**config.mk**
```make
export PLATFORM = sky130hd
export DESIGN_NAME = freq_counter_multi
export DESIGN_NICKNAME = d
export VERILOG_FILES = /design/src/rtl/freq_pkg.sv /design/src/rtl/edge_sync.sv /design/src/rtl/freq_counter_multi.sv
export SDC_FILE = /design/constraint.sdc
export NUM_CORES = 1
export LEC_CHECK = 0
export ABC_AREA = 1
export CORE_ASPECT_RATIO = 1.5
export CORE_UTILIZATION = 46
export DETAILED_ROUTE_END_ITERATION = 16
export HOLD_SLACK_MARGIN = 0.1
export PLACE_DENSITY = 0.66
export RECOVER_POWER = 50
export SYNTH_ARGS = -nofsm -noshare
export SYNTH_HDL_FRONTEND = slang
export SYNTH_SLANG_ARGS = --single-unit
```
**constraint.sdc**
```tcl
create_clock -name clk -period 17.5 [get_ports clk]
set_input_delay 3.5 -clock clk [delete_from_list [all_inputs] [get_ports clk]]
set_output_delay 3.5 -clock clk [all_outputs]
set_load 0.02 [all_outputs]
```
**src/rtl/freq_pkg.sv**
```systemverilog
// ---------------------------------------------------------------------------
// freq_pkg
//
// Shared definitions for the multi-channel frequency counter.
//   - state_e      : gate controller states (IDLE, GATE, PUBLISH)
//   - DEF_*        : default values for the block's parameters
//   - EDGE_LATENCY : cycles from a rising input transition to its edge pulse
//   - edge_latency : the same latency for an arbitrary synchroniser depth
//
// No ports; imported by edge_sync and freq_counter_multi.
// ---------------------------------------------------------------------------
package freq_pkg;

  typedef enum logic [1:0] {
    IDLE    = 2'd0,
    GATE    = 2'd1,
    PUBLISH = 2'd2
  } state_e;

  localparam int DEF_NUM_CH      = 4;
  localparam int DEF_CNT_W       = 40;
  localparam int DEF_GATE_W      = 32;
  localparam int DEF_SYNC_STAGES = 2;

  // A rising transition on a raw input shows up as an edge pulse this many
  // cycles later: one cycle per synchroniser flop plus the registered
  // edge detector.
  localparam int EDGE_LATENCY = DEF_SYNC_STAGES + 1;

  function automatic int edge_latency(input int sync_stages);
    return sync_stages + 1;
  endfunction

endpackage

```
**src/rtl/edge_sync.sv**
```systemverilog
// ---------------------------------------------------------------------------
// edge_sync
//
// One measured channel: a SYNC_STAGES-deep synchroniser followed by a
// registered rising-edge detector. A rising transition on sig_async yields
// edge_pulse high for exactly one cycle, SYNC_STAGES+1 cycles later.
//
// Ports:
//   clk        in  1  system clock
//   rst        in  1  asynchronous active-high reset
//   sig_async  in  1  raw asynchronous input
//   edge_pulse out 1  one-cycle pulse per synchronised rising edge
// ---------------------------------------------------------------------------
module edge_sync
  import freq_pkg::*;
#(
  parameter int SYNC_STAGES = DEF_SYNC_STAGES
) (
  input  logic clk,
  input  logic rst,
  input  logic sig_async,
  output logic edge_pulse
);

  // The chain holds the synchroniser flops plus one extra flop that keeps
  // the previous synchronised value for the edge detector, so its length
  // equals the edge latency.
  localparam int CHAIN_W = edge_latency(SYNC_STAGES);

  logic [CHAIN_W-1:0] chain_q, chain_d;
  logic               edge_q, edge_d;

  // Shift the raw input in at bit 0. Bit SYNC_STAGES-1 is the last
  // synchroniser stage and bit SYNC_STAGES is its one-cycle-old copy.
  always_comb begin
    chain_d = {chain_q[CHAIN_W-2:0], sig_async};
    edge_d  = chain_q[SYNC_STAGES-1] & ~chain_q[SYNC_STAGES];
  end

  // Synchroniser and edge register; all cleared by reset so no stale
  // edge can leak into the first window after reset.
  always_ff @(posedge clk or posedge rst) begin
    if (rst) begin
      chain_q <= '0;
      edge_q  <= 1'b0;
    end else begin
      chain_q <= chain_d;
      edge_q  <= edge_d;
    end
  end

  assign edge_pulse = edge_q;

endmodule

```
**src/rtl/freq_counter_multi.sv**
```systemverilog
// ---------------------------------------------------------------------------
// freq_counter_multi
//
// Multi-channel frequency counter. Counts synchronised rising edges on each
// of NUM_CH asynchronous inputs during a gate window of gate_len clk cycles
// and publishes all counts together with a one-cycle valid strobe.
// Supports one-shot and continuous (back-to-back) windows and reports
// per-channel saturation.
//
// Ports:
//   clk         in  1             system clock
//   rst         in  1             asynchronous active-high reset
//   enable      in  1             block enable; low aborts an open window
//   continuous  in  1             restart a window right after each publish
//   start       in  1             one-cycle pulse, begins a window when idle
//   gate_len    in  GATE_W        window length in cycles (0 behaves as 1)
//   sig_in      in  NUM_CH        asynchronous measured signals
//   count_out   out NUM_CH*CNT_W  published counts, ch k at [k*CNT_W +: CNT_W]
//   overflow    out NUM_CH        per-channel saturation of the published window
//   valid       out 1             strobe when count_out/overflow update
//   busy        out 1             high while a window is open
// ---------------------------------------------------------------------------
module freq_counter_multi
  import freq_pkg::*;
#(
  parameter int NUM_CH      = DEF_NUM_CH,
  parameter int CNT_W       = DEF_CNT_W,
  parameter int GATE_W      = DEF_GATE_W,
  parameter int SYNC_STAGES = DEF_SYNC_STAGES
) (
  input  logic                     clk,
  input  logic                     rst,
  input  logic                     enable,
  input  logic                     continuous,
  input  logic                     start,
  input  logic [GATE_W-1:0]        gate_len,
  input  logic [NUM_CH-1:0]        sig_in,
  output logic [NUM_CH*CNT_W-1:0]  count_out,
  output logic [NUM_CH-1:0]        overflow,
  output logic                     valid,
  output logic                     busy
);

  state_e                         state_q, state_d;
  logic [GATE_W-1:0]              timer_q, timer_d;
  logic [NUM_CH-1:0][CNT_W-1:0]   cnt_q, cnt_d;
  logic [NUM_CH-1:0]              ovf_q, ovf_d;
  logic [NUM_CH*CNT_W-1:0]        count_out_q, count_out_d;
  logic [NUM_CH-1:0]              overflow_q, overflow_d;
  logic                           valid_q, valid_d;

  logic [NUM_CH-1:0]              edge_vec;
  logic [GATE_W-1:0]              load_len;

  // One synchroniser/edge detector per channel.
  for (genvar k = 0; k < NUM_CH; k++) begin : g_ch
    edge_sync #(
      .SYNC_STAGES(SYNC_STAGES)
    ) u_edge_sync (
      .clk       (clk),
      .rst       (rst),
      .sig_async (sig_in[k]),
      .edge_pulse(edge_vec[k])
    );
  end

  // A zero gate length would never reach the last-cycle test, so it is
  // promoted to a single-cycle window.
  assign load_len = (gate_len == '0) ? GATE_W'(1) : gate_len;

  // Next-state logic for the gate controller, timer, channel counters and
  // published results. The timer holds the number of GATE cycles still to
  // run including the current one, so timer_q==1 marks the last cycle; the
  // results are captured on that cycle from the already-updated counter
  // values so the last cycle's edge is included and valid lines up with
  // the PUBLISH state.
  always_comb begin
    state_d     = state_q;
    timer_d     = timer_q;
    cnt_d       = cnt_q;
    ovf_d       = ovf_q;
    count_out_d = count_out_q;
    overflow_d  = overflow_q;
    valid_d     = 1'b0;

    case (state_q)
      IDLE: begin
        if (enable && (start || continuous)) begin
          timer_d = load_len;
          cnt_d   = '0;
          ovf_d   = '0;
          state_d = GATE;
        end
      end

      GATE: begin
        if (!enable) begin
          cnt_d   = '0;
          ovf_d   = '0;
          state_d = IDLE;
        end else begin
          // A saturated counter holds at all-ones; a further edge marks
          // the channel's sticky overflow instead of wrapping.
          for (int k = 0; k < NUM_CH; k++) begin
            if (edge_vec[k]) begin
              if (&cnt_q[k]) begin
                ovf_d[k] = 1'b1;
              end else begin
                cnt_d[k] = cnt_q[k] + CNT_W'(1);
              end
            end
          end
          timer_d = timer_q - GATE_W'(1);
          if (timer_q == GATE_W'(1)) begin
            count_out_d = cnt_d;
            overflow_d  = ovf_d;
            valid_d     = 1'b1;
            state_d     = PUBLISH;
          end
        end
      end

      PUBLISH: begin
        // Restarting here leaves a one-cycle gap; edges seen during this
        // cycle are dropped because the counters are cleared.
        if (enable && continuous) begin
          timer_d = load_len;
          cnt_d   = '0;
          ovf_d   = '0;
          state_d = GATE;
        end else begin
          state_d = IDLE;
        end
      end

      default: begin
        state_d = IDLE;
      end
    endcase
  end

  // State and datapath registers. Reset discards any window in progress
  // and clears the published results.
  always_ff @(posedge clk or posedge rst) begin
    if (rst) begin
      state_q     <= IDLE;
      timer_q     <= '0;
      cnt_q       <= '0;
      ovf_q       <= '0;
      count_out_q <= '0;
      overflow_q  <= '0;
      valid_q     <= 1'b0;
    end else begin
      state_q     <= state_d;
      timer_q     <= timer_d;
      cnt_q       <= cnt_d;
      ovf_q       <= ovf_d;
      count_out_q <= count_out_d;
      overflow_q  <= overflow_d;
      valid_q     <= valid_d;
    end
  end

  assign count_out = count_out_q;
  assign overflow  = overflow_q;
  assign valid     = valid_q;
  assign busy      = (state_q == GATE);

endmodule

```
==> Word-level counts from Yosys, hierarchy flattened <==
Cells that the tools add are included.
{ "totals": {"wordCells": 89, "in_bits": 41, "register_bits": 379, "output_inout_bits": 166} }
{ "op_classes": {"reduce_logical": 14, "n_eq_ne": 7, "bitwise": 8, "n_mux": 37, "add_sub_neg": 5} }
{ "op_table": {"columns": ["op", "count"], "rows": [
  ["$mux W160", 3],
  ["$pmux W160 S3", 1],
  ["$mux W40", 8],
  ["$add A40 B1 Y40 const B", 4],
  ["$reduce_and A40 Y1", 4],
  ["$mux W32", 4],
  ["$pmux W32 S3", 1],
  ["$eq A32 B1 Y1 const B", 1],
  ["$logic_not A32 Y1", 1],
  ["$sub A32 B1 Y32 const B", 1],
  ["$mux W1", 12],
  ["$mux W4", 3],
  ["$pmux W4 S3", 1],
  ["$mux W2", 3],
  ["$ne A2 B2 Y1 const B", 3],
  ["$pmux W2 S3", 1],
  ["$reduce_and A3 Y1", 2],
  ["$and A1 B1 Y1", 4],
  ["$not A1 Y1", 4],
  ["$reduce_and A4 Y1", 1],
  ["$ne A3 B2 Y1 const B", 1],
  ["$reduce_bool A3 Y1", 1],
  ["$eq A2 B1 Y1 const B", 1],
  ["$eq A2 B2 Y1 const B", 1],
  ["4 further kinds", 5]
]} }

==> Longest topological paths before layout <==
Gate-level depths: netlist of the first run.
{ "depth": {"depth_word": 5, "ltp_mapped": 14, "ltp_nobuf": 13} }

==> Hierarchy <==
Synthesis of the first run repeated with hierarchy kept, for this count alone.
{ "unflattened": {"cells_unflattened": 3459, "area_unflattened_um2": 22914.5} }
{ "by_module_without_submodules": {"columns": ["module", "n_inst", "cells_per_inst", "area_per_inst_um2", "seq_area_each_um2"], "rows": [
  ["freq_counter_multi", 1, 3431, 22459.0, 9083.7],
  ["edge_sync", 4, 7, 113.9, 100.1]
]} }

==> Worst setup path after synthesis of the first run <==
OpenSTA, ideal clock, no wires.
{ "synth_timing": {"path_kind": "input port to flip-flop", "startpoint": "in enable", "endpoint": "reg timer_q[17]", "required_time_ps": 17377, "setup_time_ps": 123, "path_slack_ps": 12883, "arrival_time_ps": 4494, "stages": 8, "path_buffers": 1, "path_cell_list": "nand2_1 -> o21ai_0 -> nand2_1 -> a21oi_2 -> buf_2 -> o21ai_0 -> o21ai_0 -> nand2_1"} }
{ "synth_via": {"elab_chain_len": 3} }
{ "synth_rtl": {"columns": ["item", "line_no", "rtl"], "rows": [
  ["start, declared", "freq_counter_multi.sv:33", "input logic enable,"],
  ["$logic_and A1 B1 Y1 (on tied branches)", "freq_counter_multi.sv:126, freq_counter_multi.sv:88", null],
  ["$ne A2 B2 Y1 (no source line)", null, null],
  ["$reduce_and A4 Y1 (no source line) *", null, null],
  ["end signal, assigned", "freq_counter_multi.sv:155", "timer_q <= timer_d;"],
  ["end, declared", "freq_counter_multi.sv:45", "logic [GATE_W-1:0] timer_q, timer_d;"]
]} }
Every way passes the cells marked *; elsewhere a longest branch is shown, timed or not.
A chain may end at the register's enable or synchronous reset.

==> impl_metrics.yaml, run 1 <==
worst_setup_path:
  end_kind: "async pin"
  critical_path_arrival_ns: 11.16
  worstSetupPathType: "in -> async"
  critPathTopFamily: "buffers and inverters"
  crit_path_max_fanout: 115
  required_ns: 18.03
  critPathMaxStageDelay_ns: 2.81
  critPathMostFrequentCell: "buf_4"
  crit_buf_inv: 5
  crit_chain: "dlygate4sd3_1, clkinvlp_2, clkbuf_1, buf_4, buf_4"
  crit_path_top_delay_cell: "clkinvlp_2"
  startpoint_type: "input port"
synth:
  synth.avg_cell_area_um2: 6.58
  ys_ff_latch: 379
  synthAdderAreaFrac_pct: 0.331
  yosysTopAreaCell: "dfrtp_1"
  synth_edf_count: 0
  synthSimpleGateAreaFrac_pct: 45.4
  synth-async-reset-ratio_pct: 100
  synth.mux.area_fraction_pct: 0
  synth_compound_area_share_pct: 3.98
  syn_inst: 3445
  synth_nets: 3492
  ys_seq_area_share_pct: 41.9
  synth_top_family_by_area: "simple AND/OR/NAND/NOR gates"
  yosys.area_share.xor_xnor_pct: 2.13
  synth_most_common_cell: "nand2_1"
  synth_commonest_cells: "nand2_1 (1779), dfrtp_1 (379), nor2_1 (343)"
  synth_top_area_share_pct: 41.9
  ys_warn_count: 0
  netlist_area_mm2: 0.0227
  synth_flop_cell: "dfrtp_1"
  synth.distinct_cells: 48
  ys_top_cells_by_area: "dfrtp_1 (42%), nand2_1 (29%), nor2_1 (5.7%)"
drt:
  avgRoutedWirePerCell_um: 15.7
  drt_iter0_drc: 1261
  drtAntennaViolNets: 0
  drc: 0
  routed_via_density: 5.14
  vias: 21900
  routed_wl_um: 66800
  drtPass1Iterations: 6
global_route:
  grt.total_usage_pct: 27.3
  grt_pass1_wl_um: 110000
  grt_max_degree: 116
  grt_pass1_vias: 21700
  grt_overflow: 0
  antenna_found_initial: 0
cts:
  clock_latency_ns: 0.56
  cts_setup_buffers: 0
  clkTransAtPathRegs_ns: 0.06
  ctsResizeCount: 0
  cts_made_buffers: 38
  cts_num_sinks: 379
  cts_max_level: 2
  cts_tree: "done"
  clockBufferDepth: 3
  cts-root-buf: "clkbuf_16"
  hold_buffers: 0
job:
  drv_cap: 5
timing:
  min_period_ns: 10.62
  finalSetupViolCount: 0
  slew_headroom_pct: -238
  tns_ns: 0
  finalHoldViolCount: 0
  rsz0062_at_grt: "no"
  fmax_ghz: 0.0941
  finalMaxSlewViolations: 382
  tightest_slew_ns: 5.05
  layout_worst_path_cycle_share_pct: 60.7
  skew_ns: 0.0210
floorplan:
  coreArea_mm2: 0.0487
  io_pins: 207
  die_height_um: 274
  die-area_mm2: 0.0502
  placementRows: 99
  start_util_pct: 46.5
  die_x_um: 183
pwr:
  p_leak_nw: 13.7
  power-per-cell-area_mw_per_mm2: 85.3
  irDropWorstVdd_mv: 0.0963
finish:
  nets: 3628
  drive_gt1_share_pct: 4.27
  area_growth_pct: 16.3
  insertedDiodeCount: 0
  n_fill_cell: 4914
  stdcell_count: 4266
  fin_util_pct: 54.1
placed_design:
  hpwl_um: 48000
  portBuffers: 206
  gp_congestion: 0.955
  placed_cells: 4197
outcome:
  status: "complete, but fails checks"
  violations: "max-capacitance violations, max-slew violations"
min_path:
  hold_path.class: "reg -> reg"
[path summary, 6_finish.rpt]
path,startpoint,to,slack [ns],depth (start not counted)
setup / recovery,rst,count_out[102],6.88,5
hold / removal,g_ch[0].u_edge_sync.chain_q[0],g_ch[0].u_edge_sync.chain_q[1],0.35,0
setup reg to reg,state_q[1],count_out[17],10.19,11
hold reg to reg,g_ch[0].u_edge_sync.chain_q[0],g_ch[0].u_edge_sync.chain_q[1],0.35,0
max in group clk,enable,count_out[17],7.35,10
min in group asynchronous,rst,timer_q[7],4.97,2
[worst register-to-register path, delay by kind of cell, from the launching register on]
family	cells	cell delay, ns
flops	1	0.39
buf+inv	6	5.51
simple gates	5	1.34
[report_power, final]
part | switching (mW) | internal [mW]
sequential | 0.0613 | 0.928
clock | 0.368 | 0.496
combinational | 0.288 | 0.107
[cells by family after synthesis]
family	after synthesis
buffers and inverters	338
AO/OA/AOI/OAI	160
flip-flops	379
XOR/XNOR	55
AND/OR/NAND/NOR	2507
adder cells (fa/ha/maj)	6
[routing by layer]
metal	wire (um)	track usage [%]	up-vias
li1	-	-	11000
met1	26700	31.6	10300
met2	34500	50.1	510
met3	2940	3.41	148
met4	2700	11.7	0
met5	0	0	-
[stage by stage]
step	total power, mW	cell area, um^2	hold slack, ns	worst slack, ns
6_report	2.25	26300	0.347	6.88
5_1_grt	2.36	26300	0.360	5.30
4_1_cts	2.27	26400	0.350	10.42
3_5_place_dp	1.40	25100	0.337	9.84
3_3_place_gp	1.39	25100	0.335	9.89
2_1_floorplan	1.28	22700	0.331	3.47
[layout by cell type (no fill, tap or decap), types with 5 or more instances in the layout]
master           count
nand2_2              5
a21oi_1             16
nand2_1           1779
xnor2_1             21
inv_1              197
clkdlybuf4s50_1     35
clkbuf_16           39
a31oi_1              5
xor2_1              34
nor2_2              12
o21ai_2             14
dfrtp_1            378
clkbuf_1             8
buf_4               17
nor2_4              11
clkbuf_8             6
nand4_2              5
clkinvlp_4           6
dlygate4sd3_1      171
nand4_1             47
o21ai_0             96
nand3b_1            40
nor3_1               8
clkinv_2             6
o21ai_1             12
o22ai_1              5
ha_1                 6
inv_2                8
nand3_2              7
nor2_1             343
nand3_1            237
[sequential cells by signal, summed over array words and instances, names as in the netlist]
name and cells:
g_ch.u_edge_sync.chain_q 12, count_out 160, timer_q 32, state_q 2, g_ch.u_edge_sync.edge_pulse 4, valid 1, ovf_q 4, overflow 4
cnt_q 160
[layout make-up]
type | instances | area [um^2] | area share [%]
Clock buffer | 50 | 1080 | 4.09
Clock inverter | 19 | 221 | 0.841
Inverter | 208 | 782 | 2.97
Multi-Input combinational cell | 2728 | 11800 | 44.6
Sequential cell | 379 | 9490 | 36.0
Tap cell | 656 | 821 | 3.12
Timing Repair Buffer | 226 | 2200 | 8.36
(Power assumes the default switching activity.)
==> run 2: changes to the inputs <==
- clock period: 17.5 -> 9.8 ns (I/O delays scaled with it)
==> impl_metrics.yaml, run 2 (synthesis results as in run 1) <==
outcome:
  status: "complete, but fails checks"
  violations: "max-capacitance violations, max-slew violations"
timing:
  tightest_slew_ns: 4.31
  layout_worst_path_cycle_share_pct: 64.4
  finalSetupViolCount: 0
  fmax_ghz: 0.158
  tns_ns: 0
  rsz0062_at_grt: "no"
  slew_headroom_pct: -187
  finalMaxSlewViolations: 228
  finalHoldViolCount: 0
  skew_ns: 0.0269
  min_period_ns: 6.31
floorplan:
  die-area_mm2: 0.0502
  coreArea_mm2: 0.0487
  die_x_um: 183
  io_pins: 207
  start_util_pct: 46.5
  die_height_um: 274
  placementRows: 99
job:
  drv_cap: 2
worst_setup_path:
  critPathMaxStageDelay_ns: 2.87
  worstSetupPathType: "in -> async"
  required_ns: 10.34
  crit_path_top_delay_cell: "clkbuf_2"
  rrSetupSlack_ns: 5.65
  crit_path_max_fanout: 169
  critical_path_arrival_ns: 6.85
  crit_buf_inv: 4
  startpoint_type: "input port"
  crit_chain: "dlygate4sd3_1, clkinvlp_4, clkbuf_2, buf_4"
  end_kind: "async pin"
  critPathTopFamily: "buffers and inverters"
global_route:
  grt_max_degree: 170
  grt_pass1_vias: 21500
  grt_overflow: 0
  grt.total_usage_pct: 26.3
  antenna_found_initial: 0
  grt_pass1_wl_um: 108000
finish:
  stdcell_count: 4264
  drive_gt1_share_pct: 4.13
  final_common_cell: "nand2_1"
  final_cell_mix: "nand2_1 (1779), dfrtp_1 (378), nor2_1 (343), nand3_1 (237), inv_1 (197)"
  fin_util_pct: 54.0
  nets: 3628
  area_growth_pct: 16.1
  insertedDiodeCount: 0
cts:
  cts_made_buffers: 39
  cts_tree: "done"
  clockBufferDepth: 3
  cts_max_level: 2
  cts-root-buf: "clkbuf_16"
  cts_num_sinks: 379
  clkTransAtPathRegs_ns: 0.06
  clock_latency_ns: 0.55
  hold_buffers: 0
  ctsResizeCount: 0
  cts_setup_buffers: 0
pwr:
  irDropWorstVdd_mv: 0.157
  power_frac_clock_pct: 37.5
  p_sw_share_pct: 31.8
  power-per-cell-area_mw_per_mm2: 150
  internal_power_mw: 2.70
  pwr-share-seq_pct: 44.6
  p_leak_nw: 13.7
  p_sw_mw: 1.26
  power_frac_comb_pct: 17.9
placed_design:
  placed_cells: 4196
  gp_congestion: 0.984
  portBuffers: 206
  hpwl_um: 46700
drt:
  drt_iter0_drc: 1415
  avgRoutedWirePerCell_um: 15.4
  drtAntennaViolNets: 0
  routed_via_density: 5.16
  drtPass1Iterations: 5
  vias: 22000
  routed_wl_um: 65600
  drc: 0
min_path:
  hold_path.class: "reg -> reg"
## run 2: cell count changes in the layout (fill, tap and decap cells not counted), moves of 2 or more
| cell | delta |
|---|---|
| clkbuf_16 | +2 |
| clkinv_2 | -2 |
| clkbuf_1 | +3 |
| clkbuf_8 | -2 |
| bufinv_16 | -2 |
| clkinvlp_4 | -2 |
## run 2: power by group through the flow
| stage | clock network [mW] | logic [mW] | registers [mW] |
|---|---|---|---|
| floorplan | 0 | 0.527 | 1.76 |
| global placement | 0 | 0.688 | 1.78 |
| detailed placement | 0 | 0.707 | 1.79 |
| CTS | 1.52 | 0.711 | 1.76 |
| global route | 1.58 | 0.798 | 1.77 |
| finish | 1.48 | 0.708 | 1.76 |
## run 2: per-stage QoR
step | cell area (um^2) | worst slack (ns) | hold WS, ns | power (mW)
3_3_place_gp | 25100 | 3.84 | 0.341 | 2.47
6_report | 26300 | 3.49 | 0.352 | 3.96
2_1_floorplan | 22700 | 2.75 | 0.331 | 2.28
3_5_place_dp | 25100 | 3.73 | 0.339 | 2.49
4_1_cts | 26300 | 4.32 | 0.354 | 3.99
5_1_grt | 26300 | 2.61 | 0.361 | 4.15
## run 2: worst register-to-register path: stages, from the launching register on
cell,delay (ns)
dfrtp_1,0.39
inv_1,0.06
nand2_1,0.04
buf_4,0.25
nor2_4,0.13
buf_4,0.73
nand4_1,1.15
buf_4,0.66
buf_4,0.37
nand2_1,0.16
o21ai_0,0.08
## run 2: worst paths after layout
path | to | from | cells after the start
hold / removal | g_ch[3].u_edge_sync.chain_q[1] | g_ch[3].u_edge_sync.chain_q[0] | 0
setup / recovery | cnt_q[140] | rst | 4
hold reg to reg | g_ch[3].u_edge_sync.chain_q[1] | g_ch[3].u_edge_sync.chain_q[0] | 0
setup reg to reg | count_out[81] | state_q[1] | 10
max in group clk | count_out[81] | enable | 9
min in group asynchronous | count_out[75] | rst | 3
## run 2: area by class of cell
cell class              count  area [um^2]
repair buffers            225         2200
flip-flops and latches    379         9490
clock inverters            12          129
multi-input cells        2728        11800
fillers                  4833        22400
clock buffers              56         1120
inverters                 208          785
well taps                 656          821
## run 2: routing by layer
| layer | up-vias | routed length, um | GRT usage (%) |
|---|---|---|---|
| li1 | 11000 | - | - |
| met1 | 10300 | 26900 | 31.1 |
| met2 | 512 | 33100 | 47.4 |
| met3 | 153 | 2620 | 3.22 |
| met4 | 0 | 2980 | 12.0 |
| met5 | - | 0 | 0 |
==> run 3: changes to the inputs <==
- clock period: 9.8 -> 6.12 ns (I/O delays scaled with it)
==> impl_metrics.yaml, run 3 (synthesis results as in run 1) <==
finish:
  drive_gt1_share_pct: 4.29
  register_area_mm2: 0.00949
  nets: 3631
  insertedDiodeCount: 0
  final_common_cell: "nand2_1"
  area_growth_pct: 16.2
  multi_input_area_mm2: 0.0118
  final_cell_mix: "nand2_1 (1779), dfrtp_1 (378), nor2_1 (343), nand3_1 (237), inv_1 (197)"
  n_fill_cell: 4871
  fin_util_pct: 54.1
  stdcell_area_mm2: 0.0263
cts:
  cts_num_sinks: 379
  cts_made_buffers: 39
  clockBufferDepth: 3
  cts_tree: "done"
  cts_setup_buffers: 0
  ctsResizeCount: 0
  cts-root-buf: "clkbuf_16"
  cts_max_level: 2
  clock_latency_ns: 0.55
  hold_buffers: 0
  clkTransAtPathRegs_ns: 0.06
global_route:
  grt_pass1_vias: 21300
  grt_use_met3_pct: 3.61
  grt_overflow: 0
  grtUsageMet2_pct: 48.7
  grt_max_degree: 168
  antenna_found_initial: 0
  grt.total_usage_pct: 26.8
  top_usage_layer: "met2"
  grt_pass1_wl_um: 109000
  grt_use_met1_pct: 31.1
worst_setup_path:
  startpoint_type: "input port"
  worstSetupPathType: "in -> reg"
  r2r_end: "timer_q[29]"
  end_kind: "flop"
  worst_setup_path_startpoint: "enable"
  critical_path_arrival_ns: 5.03
  rrSetupSlack_ns: 2.46
  crit_path_max_fanout: 52
  reg2reg_depth: 7
  required_ns: 6.58
  endpoint: "timer_q[29]"
  r2r-start: "state_q[0]"
pwr:
  power-per-cell-area_mw_per_mm2: 241
  power_mw: 6.34
  irDropWorstVdd_mv: 0.341
  p_leak_nw: 13.3
floorplan:
  coreArea_mm2: 0.0487
  die_x_um: 183
  start_util_pct: 46.5
  die_height_um: 274
  io_pins: 207
  placementRows: 99
  die-area_mm2: 0.0502
timing:
  tightest_slew_ns: 2.37
  finalMaxSlewViolations: 221
  rsz0062_at_grt: "no"
  finalSetupViolCount: 0
  finalHoldViolCount: 0
  fmax_ghz: 0.219
  tns_ns: 0
  min_period_ns: 4.57
  skew_ns: 0.0239
  slew_headroom_pct: -58.1
  layout_worst_path_cycle_share_pct: 74.7
  setup_slack_ns: 1.55
outcome:
  status: "complete, but fails checks"
  violations: "max-capacitance violations, max-slew violations"
placed_design:
  portBuffers: 206
  hpwl_um: 47600
  postPlaceCellArea_mm2: 0.0251
  place_ws_ns: 2.09
  gp_congestion: 0.952
drt:
  drtAntennaViolNets: 0
  routed_wl_um: 66000
  vias: 21800
  drtPass1Iterations: 6
  drc: 0
  avgRoutedWirePerCell_um: 15.5
  drt_iter0_drc: 1299
  routed_via_density: 5.10
job:
  drv_cap: 2
min_path:
  hold_path.class: "reg -> reg"
  whs_path_depth: 0
==> run 3: cell count changes in the layout (fill, tap and decap cells not counted), moves of 3 or more <==
| cell | delta |
|---|---|
| clkdlybuf4s50_1 | +103 |
| dlygate4sd3_1 | -103 |
| clkbuf_1 | -4 |
| clkinv_2 | +3 |
| inv_6 | +3 |
==> run 3: metal layers <==
metal	up-vias	part of all wire (%)
li1	11000	-
met5	-	0
met4	0	4.5
met2	541	51
met1	10100	41
met3	152	4.3
==> run 3: worst min-delay path by stage <==
stage	from	to	slack [ns]
floorplan	g_ch[0].u_edge_sync.chain_q[0]	g_ch[0].u_edge_sync.chain_q[1]	0.33
global placement	g_ch[1].u_edge_sync.chain_q[0]	g_ch[1].u_edge_sync.chain_q[1]	0.34
detailed placement	g_ch[1].u_edge_sync.chain_q[0]	g_ch[1].u_edge_sync.chain_q[1]	0.34
CTS	g_ch[1].u_edge_sync.chain_q[0]	g_ch[1].u_edge_sync.chain_q[1]	0.35
global route	g_ch[1].u_edge_sync.chain_q[0]	g_ch[1].u_edge_sync.chain_q[1]	0.35
finish	g_ch[1].u_edge_sync.chain_q[0]	g_ch[1].u_edge_sync.chain_q[1]	0.35
==> run 3: critical path: stages <==
cell and delay [ns]:
dlygate4sd3_1 0.57, nand2_1 0.09, o21ai_0 0.16, nand2_1 1.17, a21oi_2 0.97, inv_1 0.42
a21oi_1 0.24, o21ai_0 0.10, o21ai_0 0.07
==> run 3: stage by stage <==
step	std cells	hold slack, ns
3_3_place_gp	4199	0.341
2_1_floorplan	3445	0.331
5_1_grt	4266	0.353
3_5_place_dp	4199	0.338
4_1_cts	4266	0.352
6_report	4266	0.349
==> run 3: area by class of cell <==
cell class                 count  area share [%]
clock buffer                  51            4.11
clock inverter                16           0.613
inverter                     208            2.97
multi-input combinational   2728            44.6
sequential                   379            36.0
tap                          656            3.12
timing repair buffer         228            8.53
==> run 3: where the power goes <==
part / switching (mW) / total (mW) / internal (mW)
registers: 0.178 / 2.83 / 2.65
clock network: 1.04 / 2.37 / 1.34
logic: 0.825 / 1.13 / 0.308
